===== config.mk =====
export PLATFORM = sky130hd
export DESIGN_NAME = byte_decode_seq
export DESIGN_NICKNAME = d
export VERILOG_FILES = /design/src/rtl/conv_pkg.sv /design/src/rtl/bytes2bits.sv /design/src/rtl/byte_decode_seq.sv
export SDC_FILE = /design/constraint.sdc
export NUM_CORES = 1
export LEC_CHECK = 0
export CAP_MARGIN = 20
export CORE_MARGIN = 3
export CORE_UTILIZATION = 45
export CTS_CLUSTER_DIAMETER = 100
export DETAILED_ROUTE_END_ITERATION = 10
export PLACE_DENSITY = 0.74
export RECOVER_POWER = 50
export REMOVE_ABC_BUFFERS = 1
export SETUP_SLACK_MARGIN = 0.5
export SKIP_CTS_REPAIR_TIMING = 1
export SYNTH_ARGS = -nofsm -noshare
export SYNTH_HDL_FRONTEND = slang
export SYNTH_SLANG_ARGS = --single-unit

===== constraint.sdc =====
create_clock -name clk_i -period 4.4 [get_ports clk_i]
set_input_delay 0.88 -clock clk_i [delete_from_list [all_inputs] [get_ports clk_i]]
set_output_delay 0.88 -clock clk_i [all_outputs]
set_load 0.01 [all_outputs]

===== src/rtl/conv_pkg.sv =====
// Shared types and constants for the ByteDecode coefficient path.
package conv_pkg;

  typedef logic [7:0] byte_t;

  localparam int N_COEFFS = 256;
  localparam int Q        = 3329;
  localparam int D_MAX    = 12;

  typedef enum logic [1:0] {
    BD_IDLE,
    BD_RUN,
    BD_DONE
  } bd_state_e;

endpackage


===== src/rtl/bytes2bits.sv =====
// Flattens a packed byte array into a bit vector, byte i landing at bits [8i+:8].
module bytes2bits #(
  parameter int N_BYTES = 4
) (
  input  conv_pkg::byte_t [N_BYTES-1:0] i_bytes,
  output logic [8*N_BYTES-1:0]          o_bits
);

  always_comb begin
    o_bits = '0;
    for (int i = 0; i < N_BYTES; i++) begin
      o_bits[8*i +: 8] = i_bytes[i];
    end
  end

endmodule


===== src/rtl/byte_decode_seq.sv =====
// ByteDecode_d sequencer: flattens byte beats into an LSB-first bit buffer and pops d-bit coefficients.
// Define BYTE_DECODE_MODQ_EN to reduce 12-bit fields >= Q by Q on the output.
module byte_decode_seq #(
  parameter int N_BYTES  = 4,
  parameter int D_MAX    = conv_pkg::D_MAX,
  parameter int N_COEFFS = conv_pkg::N_COEFFS
) (
  input  logic                   clk_i,
  input  logic                   rst_i,
  input  logic                   start_i,
  input  logic [3:0]             d_i,
  input  logic                   in_valid_i,
  input  logic [8*N_BYTES-1:0]   in_data_i,
  output logic                   in_ready_o,
  output logic                   coeff_valid_o,
  output logic [D_MAX-1:0]       coeff_o,
  output logic                   coeff_last_o,
  input  logic                   coeff_ready_i,
  output logic                   busy_o,
  output logic                   done_o,
  output logic                   err_o
);

  import conv_pkg::*;

  localparam int BEAT_W = 8 * N_BYTES;
  localparam int BUF_W  = BEAT_W + D_MAX - 1;
  localparam int FW     = $clog2(BUF_W + 1);
  localparam int BL_W   = $clog2((N_COEFFS / 8) * D_MAX / N_BYTES + 1);
  localparam int CW     = $clog2(N_COEFFS);

  bd_state_e          r_state, w_stateNext;
  logic [BUF_W-1:0]   r_bitBuf;
  logic [FW-1:0]      r_fill;
  logic [3:0]         r_d;
  logic [BL_W-1:0]    r_beatsLeft;
  logic [CW-1:0]      r_cnt;
  logic               r_err;

  logic [BEAT_W-1:0]  w_flat;
  logic [BUF_W-1:0]   w_flatExt, w_bufShifted, w_bufNext;
  logic [FW-1:0]      w_fillBase, w_fillNext;
  logic [D_MAX-1:0]   w_field;
  logic               w_legal, w_accept, w_push, w_pop;

  bytes2bits #(.N_BYTES(N_BYTES)) u_bytes2bits (
    .i_bytes (in_data_i),
    .o_bits  (w_flat)
  );

  assign w_legal   = (d_i != 4'd0) && (int'(d_i) <= D_MAX);
  assign w_accept  = (r_state == BD_IDLE) && start_i && w_legal;
  assign w_push    = in_valid_i && in_ready_o;
  assign w_pop     = coeff_valid_o && coeff_ready_i;
  assign w_flatExt = {{(BUF_W - BEAT_W){1'b0}}, w_flat};

  always_ff @(posedge clk_i or posedge rst_i) begin
    if (rst_i) r_state <= BD_IDLE;
    else       r_state <= w_stateNext;
  end

  always_comb begin
    w_stateNext = r_state;
    case (r_state)
      BD_IDLE: if (w_accept) w_stateNext = BD_RUN;
      BD_RUN:  if (w_pop && coeff_last_o) w_stateNext = BD_DONE;
      BD_DONE: w_stateNext = BD_IDLE;
      default: w_stateNext = BD_IDLE;
    endcase
  end

  // Readiness looks at the current fill only, so it never depends on coeff_ready_i.
  always_comb begin
    busy_o        = (r_state == BD_RUN);
    done_o        = (r_state == BD_DONE);
    err_o         = r_err;
    in_ready_o    = (r_state == BD_RUN) && (r_beatsLeft != '0) &&
                    (int'(r_fill) + BEAT_W <= BUF_W);
    coeff_valid_o = (r_state == BD_RUN) && (r_fill >= FW'(r_d));
    coeff_last_o  = coeff_valid_o && (r_cnt == CW'(N_COEFFS - 1));
  end

  always_comb begin
    w_field = '0;
    for (int i = 0; i < D_MAX; i++) begin
      w_field[i] = (i < int'(r_d)) ? r_bitBuf[i] : 1'b0;
    end
`ifdef BYTE_DECODE_MODQ_EN
    coeff_o = w_field;
    if ((r_d == 4'd12) && (w_field >= D_MAX'(Q))) coeff_o = w_field - D_MAX'(Q);
`else
    coeff_o = w_field;
`endif
  end

  always_comb begin
    w_bufShifted = w_pop ? (r_bitBuf >> r_d) : r_bitBuf;
    w_fillBase   = w_pop ? (r_fill - FW'(r_d)) : r_fill;
    w_bufNext    = w_bufShifted;
    w_fillNext   = w_fillBase;
    if (w_push) begin
      w_bufNext  = w_bufShifted | (w_flatExt << w_fillBase);
      w_fillNext = w_fillBase + FW'(BEAT_W);
    end
  end

  always_ff @(posedge clk_i or posedge rst_i) begin
    if (rst_i) begin
      r_bitBuf    <= '0;
      r_fill      <= '0;
      r_d         <= '0;
      r_beatsLeft <= '0;
      r_cnt       <= '0;
      r_err       <= 1'b0;
    end else begin
      r_err <= (r_state == BD_IDLE) && start_i && !w_legal;
      if (w_accept) begin
        r_d         <= d_i;
        r_beatsLeft <= BL_W'((N_COEFFS / 8) * int'(d_i) / N_BYTES);
        r_cnt       <= '0;
        r_fill      <= '0;
        r_bitBuf    <= '0;
      end else if (r_state == BD_RUN) begin
        r_bitBuf <= w_bufNext;
        r_fill   <= w_fillNext;
        if (w_push) r_beatsLeft <= r_beatsLeft - BL_W'(1);
        if (w_pop)  r_cnt       <= r_cnt + CW'(1);
      end
    end
  end

endmodule

==> results of run 1 <==
[sequential cells by signal (all words and copies together), names as in the netlist]
signal / count
err_o: 1
r_bitBuf: 43
r_state: 2
r_d: 4
r_cnt: 8
r_fill: 6
r_beatsLeft: 7
[critical path: stages, from the launching register on]
cell                       delay [ps]
sky130_fd_sc_hd__dfrtp_1          380
sky130_fd_sc_hd__inv_1            100
sky130_fd_sc_hd__ha_1             150
sky130_fd_sc_hd__inv_1             60
sky130_fd_sc_hd__fa_1             390
sky130_fd_sc_hd__nand3_1          100
sky130_fd_sc_hd__and2_1           350
sky130_fd_sc_hd__a21boi_2         240
sky130_fd_sc_hd__nor2_8           380
sky130_fd_sc_hd__mux2i_1          310
sky130_fd_sc_hd__a21boi_0         190
sky130_fd_sc_hd__mux2_2           380
sky130_fd_sc_hd__a221oi_1         400
sky130_fd_sc_hd__o211ai_1         160
[synth_stat cells, drive strengths merged (4+ instances only)]
| cell type | instances |
|---|---|
| mux2 | 17 |
| and2 | 17 |
| nand3 | 80 |
| and3 | 20 |
| mux4 | 23 |
| a21boi | 11 |
| or4 | 4 |
| o21ai | 65 |
| or2 | 5 |
| a31oi | 26 |
| nand4 | 4 |
| dfrtp | 71 |
| o22ai | 11 |
| nor2b | 7 |
| nand2 | 101 |
| a22oi | 4 |
| a21oi | 70 |
| mux2i | 76 |
| inv | 12 |
| xnor2 | 5 |
| o211ai | 11 |
| a21o | 9 |
| ha | 7 |
| clkbuf | 44 |
| o211a | 4 |
| nor2 | 75 |
| nor4 | 4 |
| xor2 | 8 |
| o221ai | 9 |
| o31ai | 4 |
| buf | 34 |
| a211o | 5 |
| a221oi | 5 |
| a211oi | 40 |
| nor3 | 21 |
[power breakdown]
part,internal [mW],switching [mW],total (mW),leakage [nW]
clock network,0.446,0.316,0.762,0.148
registers,0.653,0,0.653,0.950
logic,0.0632,0.0831,0.146,2.68
total,1.16,0.399,1.56,3.77
[metal layers]
layer  share of wire [%]  routed length [um]
met3                 9.0                2420
met2                  44               11700
met5                   0                   0
met1                  44               11800
met4                 3.3                 879
[worst max path at each step]
| stage | slack, ps | to | depth (start not counted) |
|---|---|---|---|
| 2_1_floorplan | -2540 | r_bitBuf[21]$_DFFE_PP0P_ | 11 |
| 3_3_place_gp | 480 | r_bitBuf[22]$_DFFE_PP0P_ | 10 |
| 3_5_place_dp | 410 | r_bitBuf[22]$_DFFE_PP0P_ | 10 |
| 4_1_cts | 630 | r_bitBuf[22]$_DFFE_PP0P_ | 14 |
| 5_1_grt | 500 | r_bitBuf[22]$_DFFE_PP0P_ | 13 |
| 6_report | 630 | r_bitBuf[22]$_DFFE_PP0P_ | 13 |
[area by class of cell]
| type | instances | area, sq um |
|---|---|---|
| flip-flops and latches | 71 | 1780 |
| fillers | 1538 | 7510 |
| clock buffers | 9 | 225 |
| repair buffers | 89 | 806 |
| multi-input cells | 793 | 5450 |
| well taps | 216 | 270 |
| clock inverters | 7 | 80.1 |
| inverters | 13 | 48.8 |
[kinds of logic after synthesis]
logic type,Yosys count
AO/OA/AOI/OAI,309
buffers and inverters,91
XOR/XNOR,13
AND/OR/NAND/NOR,347
multiplexers,116
adder cells (fa/ha/maj),8
flip-flops,71
[cells in the final DEF (no fill, tap or decap), types with 12 or more instances in the layout]
| cell type | synthesis | layout |
|---|---|---|
| sky130_fd_sc_hd__inv_1 | 12 | 12 |
| sky130_fd_sc_hd__mux2_2 | 17 | 17 |
| sky130_fd_sc_hd__mux4_2 | 23 | 23 |
| sky130_fd_sc_hd__a31oi_1 | 26 | 26 |
| sky130_fd_sc_hd__mux2i_1 | 76 | 75 |
| sky130_fd_sc_hd__and2_1 | 17 | 17 |
| sky130_fd_sc_hd__a211oi_1 | 40 | 40 |
| sky130_fd_sc_hd__clkdlybuf4s50_1 | 0 | 54 |
| sky130_fd_sc_hd__nand2_1 | 99 | 99 |
| sky130_fd_sc_hd__nand3_1 | 80 | 80 |
| sky130_fd_sc_hd__a21oi_1 | 68 | 68 |
| sky130_fd_sc_hd__nor2_1 | 72 | 71 |
| sky130_fd_sc_hd__nor3_1 | 20 | 20 |
| sky130_fd_sc_hd__and3_1 | 20 | 20 |
| sky130_fd_sc_hd__o21ai_0 | 61 | 61 |
| sky130_fd_sc_hd__dfrtp_1 | 71 | 68 |
| sky130_fd_sc_hd__buf_4 | 1 | 29 |
==> results.md, run 1 <==
* Tmin final at about 3800 ps
* Clock transition at path regs at roughly 70 ps
* Sequential-to-total area share from yosys stat at between 20% and 30%
* Number of antenna violations at the first check in global routing at 0
* Clock latency of the later-clocked register in the worst-skew pair at about 340 ps
* Slew at the pin closest to its max-slew limit at approximately 1400 ps
* Complex-gate fraction of the synthesized area at between 20% and 30%
* Reported max-cap violation count at 0
* Post-Synth Adder-Cell Area at around 1.4%
* Area share of the leading cell type in the synthesized netlist at approximately a quarter
* Count of yosys warnings during synthesis at 0
* EDFF count, synth at 0
* Flip-flop cell with the highest count after synthesis: sky130_fd_sc_hd__dfrtp_1
* Fin util at a little over half
* DP Wirelength at ~20000 um
* Antenna-violating nets left at 0
* Worst hold path endpoint: r_fill[0]$_DFFE_PP0P_
* Maximum vdd ir drop at 0.179 mV
* Setup slack after layout at 633 ps
* CTS tree: yes
* Number of cells on the worst reg-to-reg path at 13
* Global routing usage summed across all routing layers at between 20% and 30%
* Leakage at between 3 and 4 nW
* Setup repair after global routing missed its margin: false
* Router iterations before antenna repair at 6
* Synth Area in XOR/XNOR at approximately 1.5%
* Number of rows created at floorplan at 46
* Largest area contributor in the synthesized netlist: sky130_fd_sc_hd__dfrtp_1
* Worst slack after detailed placement at around 410 ps
* Number of failing hold endpoints at the final stage at 0
* Top area cells in the synthesized netlist: sky130_fd_sc_hd__dfrtp_1, sky130_fd_sc_hd__mux2i_1, sky130_fd_sc_hd__mux4_2, sky130_fd_sc_hd__nand3_1, sky130_fd_sc_hd__nand2_1
* Number of flip-flops and latches in the synthesized netlist at about 70
* Critical Path AT at a little under 4000 ps
* Library cells used by synthesis at 79
* Mapped Cells at about 960
* Overall power after layout at ~1.6 mW
* Number of design-rule violations left by the first detailed-router iteration at roughly 1100
* Worst hold path startpoint: r_fill[0]$_DFFE_PP0P_
* Summed instance area of the synthesized netlist at ~7600 sq um
* Chip height at approximately 140 um
* RePlAce Congestion at 1.00
* Critical path data required time at around 4600 ps
* Detailed-route DRC error count at 0
* Post-detailed-route wirelength per cell at 22.3 um
* GRT overflow at 0
* Proportion of synthesized flip-flops having asynchronous set or reset at between 90% and 100%
* Routed wire length at ~27000 um
* Power Density at around 180 nW/um^2
* Number of clock sinks at just over 70
* Syn_area_per_cell at 7.96 sq um
* Area growth from synthesis to layout at 14.0%
* Post-Layout Inst Area at 8660 sq um
* Starting utilization of the core area at a little under half
* Result of the run: finished clean
* Met3 track demand over resource at 5.22%
* Worst Hold Depth at 2
* Normalized max-slew margin at 3.84%
* Crit Reg-Reg Endpoint: r_bitBuf[22]$_DFFE_PP0P_
* Classification of the worst-slack hold path: flip-flop to flip-flop
* Hold WS at roughly 520 ps
* Total count of max-transition violations in the final report at 0
* Number of vias per cell at 6.70
* # diodes at 0
* Simple-gate area share of the yosys netlist at 22.1%
* Setup skew after layout at 10.9 ps
* Layer carrying the most global-route usage: met2
* Max Fanout on Critical Path at 20
* Fraction of final layout cells sized beyond drive strength 1 at a little under an eighth
* Vias after detailed routing at about 8000
* Maximum number of pins on one net before global-route repair at 81
* Met2 global-route usage at about 44%
* Capturing element type of the critical path: flip-flop
* Buffers on Ports at 58
* Start point of the critical path: r_fill[0]$_DFFE_PP0P_
* Setup-violating endpoint count in the final report at 0
* Element type at the critical path start: flip-flop
* Period utilisation layout at 85.6%
* Post-Layout Cell Count at 1198
* CTS H-tree lvls at 3
* Global routing usage on met1 at between 40% and 50%
* Combinational family with the most area after synthesis: compound AO/OA/AOI/OAI gates
* Placed standard-cell area at approximately 8400 sq um
* Wire length of the first global-routing pass at approximately 43000 um
* Share of cell area taken by muxes after synthesis at about a fifth
* Number of cells after detailed placement at between 1000 and 1500
* Placeable core region at ~16000 sq um
* CTS Buf Count at 9
* Source of the worst register-to-register timing path: r_fill[0]$_DFFE_PP0P_
* Achievable Freq at ~270 MHz
* Clock root buffer: sky130_fd_sc_hd__clkbuf_16
* Vias in the first global route at 7561
* Total Die Area at ~18000 sq um
* Setup TNS at 0 ps
* Critical path start-end classification: flip-flop to flip-flop
* Overall die width at between 100 and 150 um
* CTS max path bufs at 2
* R2r setup slk at between 600 and 700 ps
* Nets at 1026
* Number of top-level pins at 59
Note: power is estimated with default switching activity, not from simulation.
==> run 2, diff against run 1 <==
ABC_AREA = 1   (was not set)
PLACE_DENSITY = not set   (was 0.74)
PLACE_DENSITY_LB_ADDON = 0.1   (was not set)
RECOVER_POWER = not set   (was 50)
==> results.md, run 2 <==
* Vias in the first global route at 7699 (was 7561)
* Starting utilization of the core area at 47.0% (about the same)
* DP Wirelength at 18800 um (was 19700 um)
* Most instantiated cells after synthesis: sky130_fd_sc_hd__nand2_1, sky130_fd_sc_hd__nand3_1, sky130_fd_sc_hd__o21ai_0 (was sky130_fd_sc_hd__nand2_1, sky130_fd_sc_hd__nand3_1, sky130_fd_sc_hd__mux2i_1)
* Setup skew after layout at 7.96 ps (was 10.9 ps)
* Area taken by multi-input logic gates at 4780 sq um (was 5450 sq um)
* Proportion of synthesized flip-flops having asynchronous set or reset at 100% (unchanged)
* Syn_area_per_cell at 6.04 sq um (was 7.96 sq um)
* Number of design-rule violations left by the first detailed-router iteration at 1099 (was 1089)
* Result of the run: finished clean (unchanged)
* Critical path start-end classification: flip-flop to output pin (was flip-flop to flip-flop)
* GRT overflow at 0 (unchanged)
* Number of cells on the worst reg-to-reg path at 19 (was 13)
* CTS tree: yes (unchanged)
* Tmin final at 3640 ps (was 3770 ps)
* Clock transition at path regs at 60 ps (was 70 ps)
* Global routing usage summed across all routing layers at 28.5% (was 29.4%)
* Fin util at 53.2% (was 53.6%)
* Placeable core region at 15500 sq um (was 16200 sq um)
* Clock latency of the later-clocked register in the worst-skew pair at 340 ps (about the same)
* Most frequent cells in the layout: sky130_fd_sc_hd__nand2_1, sky130_fd_sc_hd__nand3_1, sky130_fd_sc_hd__o21ai_0 (was sky130_fd_sc_hd__nand2_1, sky130_fd_sc_hd__nand3_1, sky130_fd_sc_hd__mux2i_1)
* Number of flip-flops and latches in the synthesized netlist at 71 (unchanged)
* Setup slack after layout at 762 ps (was 633 ps)
* Element type at the critical path start: flip-flop (unchanged)
* Nets at 1266 (was 1026)
* Total count of max-transition violations in the final report at 0 (unchanged)
* Cell Chain, Critical Path: buf_4 > nor2_1 > inv_1 > nor2_1 > nor2_1 > clkdlybuf4s50_1 (was inv_1 > ha_1 > inv_1 > fa_1 > nand3_1 > and2_1 > a21boi_2 > nor2_8 > mux2i_1 > a21boi_0 > mux2_2 > a221oi_1 > o211ai_1)
* Summed instance area of the synthesized netlist at 7300 sq um (was 7600 sq um)
* Reported max-cap violation count at 0 (unchanged)
* Max Fanout on Critical Path at 38 (was 20)
* Achievable Freq at 275 MHz (was 265 MHz)
* Setup repair after global routing missed its margin: false (unchanged)
* Hold WS at 538 ps (was 521 ps)
* Largest area contributor in the synthesized netlist: sky130_fd_sc_hd__dfrtp_1 (unchanged)
* Critical path's top delay family: simple AND/OR/NAND/NOR gates (was compound AO/OA/AOI/OAI gates)
* Most used standard cell by instance count after synthesis: sky130_fd_sc_hd__nand2_1 (unchanged)
* Number of antenna violations at the first check in global routing at 0 (unchanged)
* Filler cells at 1665 (was 1538)
* EDFF count, synth at 0 (unchanged)
* Worst path slowest cell: sky130_fd_sc_hd__nor2_1 (was sky130_fd_sc_hd__a221oi_1)
* Number of top-level pins at 59 (unchanged)
* Count of yosys warnings during synthesis at 0 (unchanged)
* Register bank with the most flops: r_bitBuf (unchanged)
* Flip-flop cell with the highest count after synthesis: sky130_fd_sc_hd__dfrtp_1 (unchanged)
* Routed wire length at 25500 um (was 26700 um)
* Max reg flops at 43 (unchanged)
* Maximum number of pins on one net before global-route repair at 61 (was 81)
* CTS Buf Count at 9 (unchanged)
* Cell count along the critical path at 6 (was 13)
* Fraction of final layout cells sized beyond drive strength 1 at 5.07% (was 11.8%)
* Worst Hold Depth at 2 (unchanged)
* Worst slack after detailed placement at 671 ps (was 415 ps)
* CTS H-tree lvls at 3 (unchanged)
* Critical path data required time at 3520 ps (was 4580 ps)
* Largest registers: r_bitBuf x43, r_cnt x8, r_beatsLeft x7 (unchanged)
* Cell mode on critical path: sky130_fd_sc_hd__nor2_1 (was sky130_fd_sc_hd__inv_1)
* Period utilisation layout at 82.7% (was 85.6%)
* Critical Path AT at 2760 ps (was 3950 ps)
* Top area cells in the synthesized netlist: sky130_fd_sc_hd__dfrtp_1, sky130_fd_sc_hd__nand3_1, sky130_fd_sc_hd__nand2_1, sky130_fd_sc_hd__o21ai_0, sky130_fd_sc_hd__inv_1 (was sky130_fd_sc_hd__dfrtp_1, sky130_fd_sc_hd__mux2i_1, sky130_fd_sc_hd__mux4_2, sky130_fd_sc_hd__nand3_1, sky130_fd_sc_hd__nand2_1)
* # diodes at 0 (unchanged)
* Normalized max-slew margin at 48.5% (was 3.84%)
* Sequential-to-total area share from yosys stat at 24.3% (was 23.4%)
* Router iterations before antenna repair at 6 (unchanged)
* Chip height at 133 um (was 136 um)
* Area share of the leading cell type in the synthesized netlist at 24.3% (was 23.4%)
* Library cells used by synthesis at 50 (was 79)
* Classification of the worst-slack hold path: flip-flop to flip-flop (unchanged)
* WP buf/inv at 3 (was 2)
* Post-detailed-route wirelength per cell at 17.8 um (was 22.3 um)
* Vias after detailed routing at 8539 (was 8025)
* RePlAce Congestion at 0.948 (was 1.00)
* Number of failing hold endpoints at the final stage at 0 (unchanged)
* Detailed-route DRC error count at 0 (unchanged)
* Slew at the pin closest to its max-slew limit at 771 ps (was 1440 ps)
* Mapped Cells at 1208 (was 955)
* Buffers on Ports at 58 (unchanged)
* Number of rows created at floorplan at 45 (was 46)
* Number of clock sinks at 71 (unchanged)
* Overall die width at 133 um (was 136 um)
* Total Die Area at 17800 sq um (was 18500 sq um)
* Area growth from synthesis to layout at 13.2% (was 14.0%)
* Sequential standard cell area at 1780 sq um (about the same)
* CTS max path bufs at 2 (unchanged)
* Longest individual stage delay on the worst path at 540 ps (was 400 ps)
* Setup-violating endpoint count in the final report at 0 (unchanged)
* Wire length of the first global-routing pass at 41100 um (was 42800 um)
* Most common cell after layout, fill and taps aside: sky130_fd_sc_hd__nand2_1 (unchanged)
* Capturing element type of the critical path: output pin (was flip-flop)
* Clock root buffer: sky130_fd_sc_hd__clkbuf_16 (unchanged)
* Antenna-violating nets left at 0 (unchanged)
* Number of vias per cell at 5.96 (was 6.70)
==> run 2: cell type report <==
cell class / instances / area share [%]
Timing Repair Buffer: 74 / 8.57
Clock buffer: 10 / 2.89
Clock inverter: 6 / 1.11
Inverter: 108 / 4.94
Tap cell: 211 / 3.20
Multi-Input combinational cell: 953 / 57.8
Sequential cell: 71 / 21.5
==> run 2: worst min-delay path, delay by kind of cell (launching register included) <==
| kind | cells | cell delay [ps] |
|---|---|---|
| simple gates | 2 | 120 |
| flops | 1 | 380 |
==> run 2: through the flow <==
stage,setup TNS [ps],cells,instance area (sq um)
final,0,1433,8260
after global routing,0,1433,8260
after CTS,0,1433,8260
after detailed placement,0,1417,7930
after global placement,0,1417,7930
after floorplan,-44310,1132,6950
==> run 2: worst paths after layout <==
kind                                            start                         end  slack, ps
min reg2reg                r_beatsLeft[3]$_DFFE_PP0P_  r_beatsLeft[3]$_DFFE_PP0P_        540
max reg2reg                     r_fill[0]$_DFFE_PP0P_    r_bitBuf[40]$_DFFE_PP0P_        790
max in group asynchronous                       rst_i       r_fill[0]$_DFFE_PP0P_       2390
min                        r_beatsLeft[3]$_DFFE_PP0P_  r_beatsLeft[3]$_DFFE_PP0P_        540
min in group asynchronous                       rst_i     r_bitBuf[4]$_DFFE_PP0P_       1000
max                                r_d[2]$_DFFE_PP0P_                  coeff_o[1]        760
==> run 2: logic make-up (layout without fill, tap and decap cells) <==
logic type	count (synthesis)	in the layout	synth area share, %
xor+xnor	7	7	1.10
compound gates	234	234	17.9
simple gates	676	676	41.0
buf+inv	184	198	10.4
flops	71	71	24.3
fa+ha+maj	8	8	1.47
mux	28	28	3.84
==> run 2: per-layer routing <==
layer | vias up | track usage, % | wire length, um
met5 | - | 0 | 0
met4 | 0 | 9.14 | 747
met3 | 45 | 4.87 | 1990
met2 | 416 | 42.6 | 11200
met1 | 3979 | 41.9 | 11600
li1 | 4099 | - | -
Power of run 2 is not shown: default switching activity piles up to over one toggle a cycle in this logic, so the estimate is an artifact.
